<file path="config.mk">
export PLATFORM = sky130hd
export DESIGN_NAME = f1_ls_fwd_flat
export DESIGN_NICKNAME = d
export VERILOG_FILES = /design/src/rtl/f1_ls_fwd_if.sv /design/src/rtl/f1_ls_fwd.sv /design/src/flat_wrapper.sv
export SDC_FILE = /design/constraint.sdc
export NUM_CORES = 2
export LEC_CHECK = 0
export ABC_AREA = 1
export BUFFER_PORTS_ARGS = -buffer_cell sky130_fd_sc_hd__buf_2
export CAP_MARGIN = 20
export CELL_PAD_IN_SITES_DETAIL_PLACEMENT = 1
export CELL_PAD_IN_SITES_GLOBAL_PLACEMENT = 1
export CORE_MARGIN = 3
export CORE_UTILIZATION = 27
export DETAILED_ROUTE_END_ITERATION = 16
export MAX_ROUTING_LAYER = met4
export PLACE_DENSITY_LB_ADDON = 0.1
export SYNTH_ARGS = -nofsm -noshare
export SYNTH_HDL_FRONTEND = slang
export SYNTH_SLANG_ARGS = --single-unit
</file>
<file path="constraint.sdc">
create_clock -name clk -period 18.75 [get_ports clk]
set_clock_uncertainty 0.15 [all_clocks]
set_input_delay 2.8125 -clock clk [delete_from_list [all_inputs] [get_ports clk]]
set_output_delay 2.8125 -clock clk [all_outputs]
set_load 0.05 [all_outputs]
</file>
<file path="src/rtl/f1_ls_fwd_if.sv">
// f1_ls_fwd_if: strobe/data bundle of the forward LS block.
// F1_LS_L_ONLY_EN adds the l_only_s mode input.
interface f1_ls_fwd_if;
    logic             valid_s;
    logic [15:0][7:0] din;
    logic             busy_s;
    logic             pre_ready_s;
    logic             ready_s;
    logic [15:0][7:0] dout;
`ifdef F1_LS_L_ONLY_EN
    logic             l_only_s;
`endif

    modport master (
        output valid_s, din,
`ifdef F1_LS_L_ONLY_EN
        output l_only_s,
`endif
        input  busy_s, pre_ready_s, ready_s, dout
    );

    modport slave (
        input  valid_s, din,
`ifdef F1_LS_L_ONLY_EN
        input  l_only_s,
`endif
        output busy_s, pre_ready_s, ready_s, dout
    );
endinterface

</file>
<file path="src/rtl/f1_ls_fwd.sv">
// f1_ls_fwd: Kuznyechik forward LS (pi substitution, then 16 serial R steps over GF(2^8) mod 0x1C3).
// F1_LS_L_ONLY_EN adds l_only_s, which bypasses the substitution so dout = L(din).
module f1_ls_fwd (
    input logic        clk,
    input logic        reset,
    f1_ls_fwd_if.slave bus
);
    typedef enum logic [1:0] {IDLE, SUB, ROUND} state_t;

    localparam logic [7:0] PI [256] = '{
        8'd252, 8'd238, 8'd221, 8'd17,  8'd207, 8'd110, 8'd49,  8'd22,  8'd251, 8'd196, 8'd250, 8'd218, 8'd35,  8'd197, 8'd4,   8'd77,
        8'd233, 8'd119, 8'd240, 8'd219, 8'd147, 8'd46,  8'd153, 8'd186, 8'd23,  8'd54,  8'd241, 8'd187, 8'd20,  8'd205, 8'd95,  8'd193,
        8'd249, 8'd24,  8'd101, 8'd90,  8'd226, 8'd92,  8'd239, 8'd33,  8'd129, 8'd28,  8'd60,  8'd66,  8'd139, 8'd1,   8'd142, 8'd79,
        8'd5,   8'd132, 8'd2,   8'd174, 8'd227, 8'd106, 8'd143, 8'd160, 8'd6,   8'd11,  8'd237, 8'd152, 8'd127, 8'd212, 8'd211, 8'd31,
        8'd235, 8'd52,  8'd44,  8'd81,  8'd234, 8'd200, 8'd72,  8'd171, 8'd242, 8'd42,  8'd104, 8'd162, 8'd253, 8'd58,  8'd206, 8'd204,
        8'd181, 8'd112, 8'd14,  8'd86,  8'd8,   8'd12,  8'd118, 8'd18,  8'd191, 8'd114, 8'd19,  8'd71,  8'd156, 8'd183, 8'd93,  8'd135,
        8'd21,  8'd161, 8'd150, 8'd41,  8'd16,  8'd123, 8'd154, 8'd199, 8'd243, 8'd145, 8'd120, 8'd111, 8'd157, 8'd158, 8'd178, 8'd177,
        8'd50,  8'd117, 8'd25,  8'd61,  8'd255, 8'd53,  8'd138, 8'd126, 8'd109, 8'd84,  8'd198, 8'd128, 8'd195, 8'd189, 8'd13,  8'd87,
        8'd223, 8'd245, 8'd36,  8'd169, 8'd62,  8'd168, 8'd67,  8'd201, 8'd215, 8'd121, 8'd214, 8'd246, 8'd124, 8'd34,  8'd185, 8'd3,
        8'd224, 8'd15,  8'd236, 8'd222, 8'd122, 8'd148, 8'd176, 8'd188, 8'd220, 8'd232, 8'd40,  8'd80,  8'd78,  8'd51,  8'd10,  8'd74,
        8'd167, 8'd151, 8'd96,  8'd115, 8'd30,  8'd0,   8'd98,  8'd68,  8'd26,  8'd184, 8'd56,  8'd130, 8'd100, 8'd159, 8'd38,  8'd65,
        8'd173, 8'd69,  8'd70,  8'd146, 8'd39,  8'd94,  8'd85,  8'd47,  8'd140, 8'd163, 8'd165, 8'd125, 8'd105, 8'd213, 8'd149, 8'd59,
        8'd7,   8'd88,  8'd179, 8'd64,  8'd134, 8'd172, 8'd29,  8'd247, 8'd48,  8'd55,  8'd107, 8'd228, 8'd136, 8'd217, 8'd231, 8'd137,
        8'd225, 8'd27,  8'd131, 8'd73,  8'd76,  8'd63,  8'd248, 8'd254, 8'd141, 8'd83,  8'd170, 8'd144, 8'd202, 8'd216, 8'd133, 8'd97,
        8'd32,  8'd113, 8'd103, 8'd164, 8'd45,  8'd43,  8'd9,   8'd91,  8'd203, 8'd155, 8'd37,  8'd208, 8'd190, 8'd229, 8'd108, 8'd82,
        8'd89,  8'd166, 8'd116, 8'd210, 8'd230, 8'd244, 8'd180, 8'd192, 8'd209, 8'd102, 8'd175, 8'd194, 8'd57,  8'd75,  8'd99,  8'd182
    };

    // indexed by byte position: LC[i] multiplies a(i)
    localparam logic [7:0] LC [16] = '{
        8'd1, 8'd148, 8'd32, 8'd133, 8'd16, 8'd194, 8'd192, 8'd1,
        8'd251, 8'd1, 8'd192, 8'd194, 8'd16, 8'd133, 8'd32, 8'd148
    };

    function automatic logic [7:0] gf_mul(input logic [7:0] a, input logic [7:0] b);
        logic [7:0] p;
        logic [7:0] x;
        p = 8'h00;
        x = a;
        for (int i = 0; i < 8; i++) begin
            p = b[i] ? p ^ x : p;
            x = {x[6:0], 1'b0} ^ (x[7] ? 8'hc3 : 8'h00);
        end
        return p;
    endfunction

    state_t           state;
    logic [3:0]       rcnt;
    logic [15:0][7:0] din_r;
    logic [15:0][7:0] work_r;
    logic [15:0][7:0] dout_r;
    logic [15:0][7:0] sub_w;
    logic [15:0][7:0] r_w;
    logic [7:0]       l_w;
    logic             busy_r;
    logic             pre_r;
    logic             rdy_r;
`ifdef F1_LS_L_ONLY_EN
    logic             l_only_r;
`endif

    always_comb begin
        l_w = 8'h00;
        for (int i = 0; i < 16; i++) begin
            l_w = l_w ^ gf_mul(work_r[i], LC[i]);
`ifdef F1_LS_L_ONLY_EN
            sub_w[i] = l_only_r ? din_r[i] : PI[din_r[i]];
`else
            sub_w[i] = PI[din_r[i]];
`endif
        end
        r_w = {l_w, work_r[15:1]};
    end

    always_ff @(posedge clk or posedge reset) begin
        if (reset) begin
            state  <= IDLE;
            rcnt   <= 4'd0;
            din_r  <= '0;
            work_r <= '0;
            dout_r <= '0;
            busy_r <= 1'b0;
            pre_r  <= 1'b0;
            rdy_r  <= 1'b0;
`ifdef F1_LS_L_ONLY_EN
            l_only_r <= 1'b0;
`endif
        end else begin
            pre_r <= 1'b0;
            rdy_r <= 1'b0;
            case (state)
                IDLE: if (bus.valid_s) begin
                    din_r  <= bus.din;
`ifdef F1_LS_L_ONLY_EN
                    l_only_r <= bus.l_only_s;
`endif
                    busy_r <= 1'b1;
                    state  <= SUB;
                end
                SUB: begin
                    work_r <= sub_w;
                    rcnt   <= 4'd0;
                    state  <= ROUND;
                end
                ROUND: begin
                    rcnt  <= rcnt + 4'd1;
                    pre_r <= rcnt == 4'd14;
                    if (rcnt == 4'd15) begin
                        dout_r <= r_w;
                        rdy_r  <= 1'b1;
                        busy_r <= 1'b0;
                        state  <= IDLE;
                    end else begin
                        work_r <= r_w;
                    end
                end
                default: state <= IDLE;
            endcase
        end
    end

    assign bus.busy_s      = busy_r;
    assign bus.pre_ready_s = pre_r;
    assign bus.ready_s     = rdy_r;
    assign bus.dout        = dout_r;
endmodule

</file>
<file path="src/flat_wrapper.sv">
// flat-port wrapper written by rule: the top's interface ports become plain ports
module f1_ls_fwd_flat 
  (clk, reset, bus_valid_s, bus_din, bus_busy_s, bus_pre_ready_s, bus_ready_s, bus_dout);
  f1_ls_fwd_if bus_i ();
  input logic clk;
  input logic reset;
  input wire logic [$bits(bus_i.valid_s)-1:0] bus_valid_s;
  input wire logic [$bits(bus_i.din)-1:0] bus_din;
  output wire logic [$bits(bus_i.busy_s)-1:0] bus_busy_s;
  output wire logic [$bits(bus_i.pre_ready_s)-1:0] bus_pre_ready_s;
  output wire logic [$bits(bus_i.ready_s)-1:0] bus_ready_s;
  output wire logic [$bits(bus_i.dout)-1:0] bus_dout;
  assign bus_i.valid_s = bus_valid_s;
  assign bus_i.din = bus_din;
  assign bus_busy_s = bus_i.busy_s;
  assign bus_pre_ready_s = bus_i.pre_ready_s;
  assign bus_ready_s = bus_i.ready_s;
  assign bus_dout = bus_i.dout;
  f1_ls_fwd u_core (.clk(clk), .reset(reset), .bus(bus_i));
endmodule
</file>
==> impl_metrics.toml <==
[min_path]
holdPathEnd = "u_core.bus.dout[112]$_DFFE_PP0P_"
hold_path.class = "register to register"
hp-start = "u_core.bus.dout[112]$_DFFE_PP0P_"
hold_path_depth = 2

[place]
numPortBuffers = 261
place.gp.congestion = 1.01
placed_cells = 13600
hpwl_um = 312000

[yosys]
yosys_warnings = 0
synth_seq_area_share_pct = 15.8
synth_edf_count = 0
yosys.area.top_type = "dfrtp_1"
synth.area.top_cells = "dfrtp_1 (16%), nand2_1 (15%), o21ai_0 (12%)"
synthesis.nets = 11300
synthCells = 11000
ys_async_sr_fraction_pct = 100
syn_area_um2 = 62100
synth_area_per_cell_um2 = 5.67
synth_ff_type = "dfrtp_1"
synth_cell_types = 63
ys_ff_latch = 393
yosysMostFrequentCell = "nand2_1"
yosys.area.top_type_share_pct = 15.8
synthTopCellsByCount = "nand2_1 (2475), o21ai_0 (1485), nand3_1 (1056)"

[floorplanning]
io_pins = 262
die_w_um = 485
die_area_um2 = 236000
fp.dieH_um = 485
rows = 175
floorplan.initialDensity_pct = 27.2
core-area_um2 = 228000

[timing]
finalSetupViolCount = 0
hold_violations = 0
rsz0062_at_grt = "no"
worst_pin_slew_ns = 1.10
period_needed_ns = 5.32
slew_headroom_pct = 26.6
post-route-period-util_pct = 28.4
fin_setup_tns_ns = 0
whs_ns = 0.324
max_freq_ghz = 0.188
slew_viol_final = 0

[clocking]
cts_sinks = 393
cts_tree = "built"
cts_resized = 0
worstSkewPairLatency_ns = 0.74
cts_setup_buffers = 0
cts_hold_buf = 0
cts-buffers-inserted = 59
clkTransAtPathRegs_ns = 0.06
clockBufferDepth = 3
htreeDepth = 2
root_buffer = "clkbuf_16"

[final_layout]
multiInputGateArea_um2 = 45000
nets = 11000
final_util_pct = 29.6
final_cells = 13700
area_growth_pct = 8.57
fill_cells = 30000
final_layout_size_suffix_gt1_share_pct = 5.56
seqCellArea_um2 = 9850

[route]
avgRoutedWirePerCell_um = 30.6
drc = 0
vias = 84800
detail-route-antenna-nets = 0
firstDrtPassIters = 8
drt-initial-drc-count = 10300
wl_um = 419000
avgViaCountPerCell = 6.18

[setup_path]
cp-start-kind = "primary input"
end_kind = "asynchronous set/reset pin"
r2r_cells = 10
r2r_end = "u_core.r_w[61]$_DFFE_PP0P_"
rr_startpoint = "u_core.din_r[65]$_DFFE_PP0P_"
worstPathArrival_ns = 5.84
criticalPathCategory = "primary input to asynchronous set/reset pin"
reg2reg_slack_ns = 14.10
critical_path.max_fanout = 83
required_ns = 19.27

[global_route]
grt_pass1_wl_um = 607000
grt_max_degree = 159
antenna_found_initial = 23
grt.overflow.total = 0
grt_pass1_vias = 83300
track_usage_pct = 34.9

[outcome]
status = "complete, no violations"

[flow_run]
maxCapViolCount = 0
==> how the worst max path moves through the flow <==
| stage | start | to | slack, ns | depth (start not counted) |
|---|---|---|---|---|
| after global placement | reset | u_core.din_r[59]$_DFFE_PP0P_ | 12.57 | 5 |
| final | reset | u_core.din_r[59]$_DFFE_PP0P_ | 13.43 | 5 |
| after floorplan | reset | u_core.bus.busy_s$_DFFE_PP0P_ | 4.86 | 1 |
| after detailed placement | reset | u_core.din_r[59]$_DFFE_PP0P_ | 12.48 | 5 |
| after global routing | reset | u_core.din_r[59]$_DFFE_PP0P_ | 12.94 | 5 |
| after CTS | reset | u_core.din_r[59]$_DFFE_PP0P_ | 13.29 | 5 |
==> final cells by class <==
cell class | count | share of cell area [%]
flip-flops and latches | 393 | 14.6
diodes | 14 | 0.0520
repair buffers | 416 | 3.69
well taps | 3009 | 5.59
clock inverters | 36 | 0.624
multi-input cells | 8677 | 66.8
clock buffers | 74 | 2.44
inverters | 1097 | 6.16
==> logic make-up (layout without fill, tap and decap cells) <==
kind of cell | after synthesis | after routing | share of synthesized area, %
muxes | 1 | 1 | 0.0161
AOI/OAI and AO/OA | 3490 | 3490 | 33.8
DFF | 393 | 393 | 15.8
adders and majority gates | 197 | 197 | 3.97
buffers and inverters | 1883 | 1623 | 11.6
xor gates and xnor gates | 191 | 191 | 2.81
and+or+nand+nor | 4798 | 4798 | 31.9
other | 0 | 14 | 0
==> cell usage in the layout, fill, tap and decap left out, drive strengths merged, types with 14 or more instances in the layout <==
master   instances
nand2         2480
o21ai         1501
inv           1076
nand3         1056
nor2          1024
a21oi          689
buf            416
dfrtp          393
o211ai         374
ha             197
a31oi          165
o311ai         145
o221ai         124
nor3           122
o22ai          121
xor2           113
o31ai           82
xnor2           77
clkbuf          74
nand4           68
a211oi          68
o2111ai         54
clkinv          43
a221oi          29
a311oi          22
a22oi           21
nand3b          19
o32ai           19
a32o            17
nor4            16
diode           14
==> metrics by stage <==
step	setup WS [ns]	instance area, um2
3_3_place_gp	12.57	65300
6_report	13.43	67400
4_1_cts	13.29	67300
5_1_grt	12.94	67400
3_5_place_dp	12.48	65300
2_1_floorplan	4.86	62100
==> worst max-delay path, cell delays in order <==
cell and delay (ns):
buf_2 0.13, inv_8 0.44, buf_4 0.62, buf_4 0.80
buf_4 0.83
==> routing by layer <==
layer / track usage [%] / routed length [um] / part of all wire, %
met1: 47.2 / 184000 / 44
met4: 14.1 / 20500 / 4.9
met2: 52.0 / 182000 / 43
met3: 4.76 / 33200 / 7.9
met5: - / 0 / 0
==> sequential cells by signal, indices dropped and copies added (netlist names) <==
name	flops
u_core.state	2
u_core.bus.pre_ready_s	1
u_core.r_w	120
u_core.bus.busy_s	1
u_core.rcnt	4
u_core.work_r	8
u_core.din_r	128
u_core.bus.dout	128
u_core.bus.ready_s	1
Power is not shown: default switching activity piles up to over one toggle a cycle in this logic, so the estimate is an artifact.
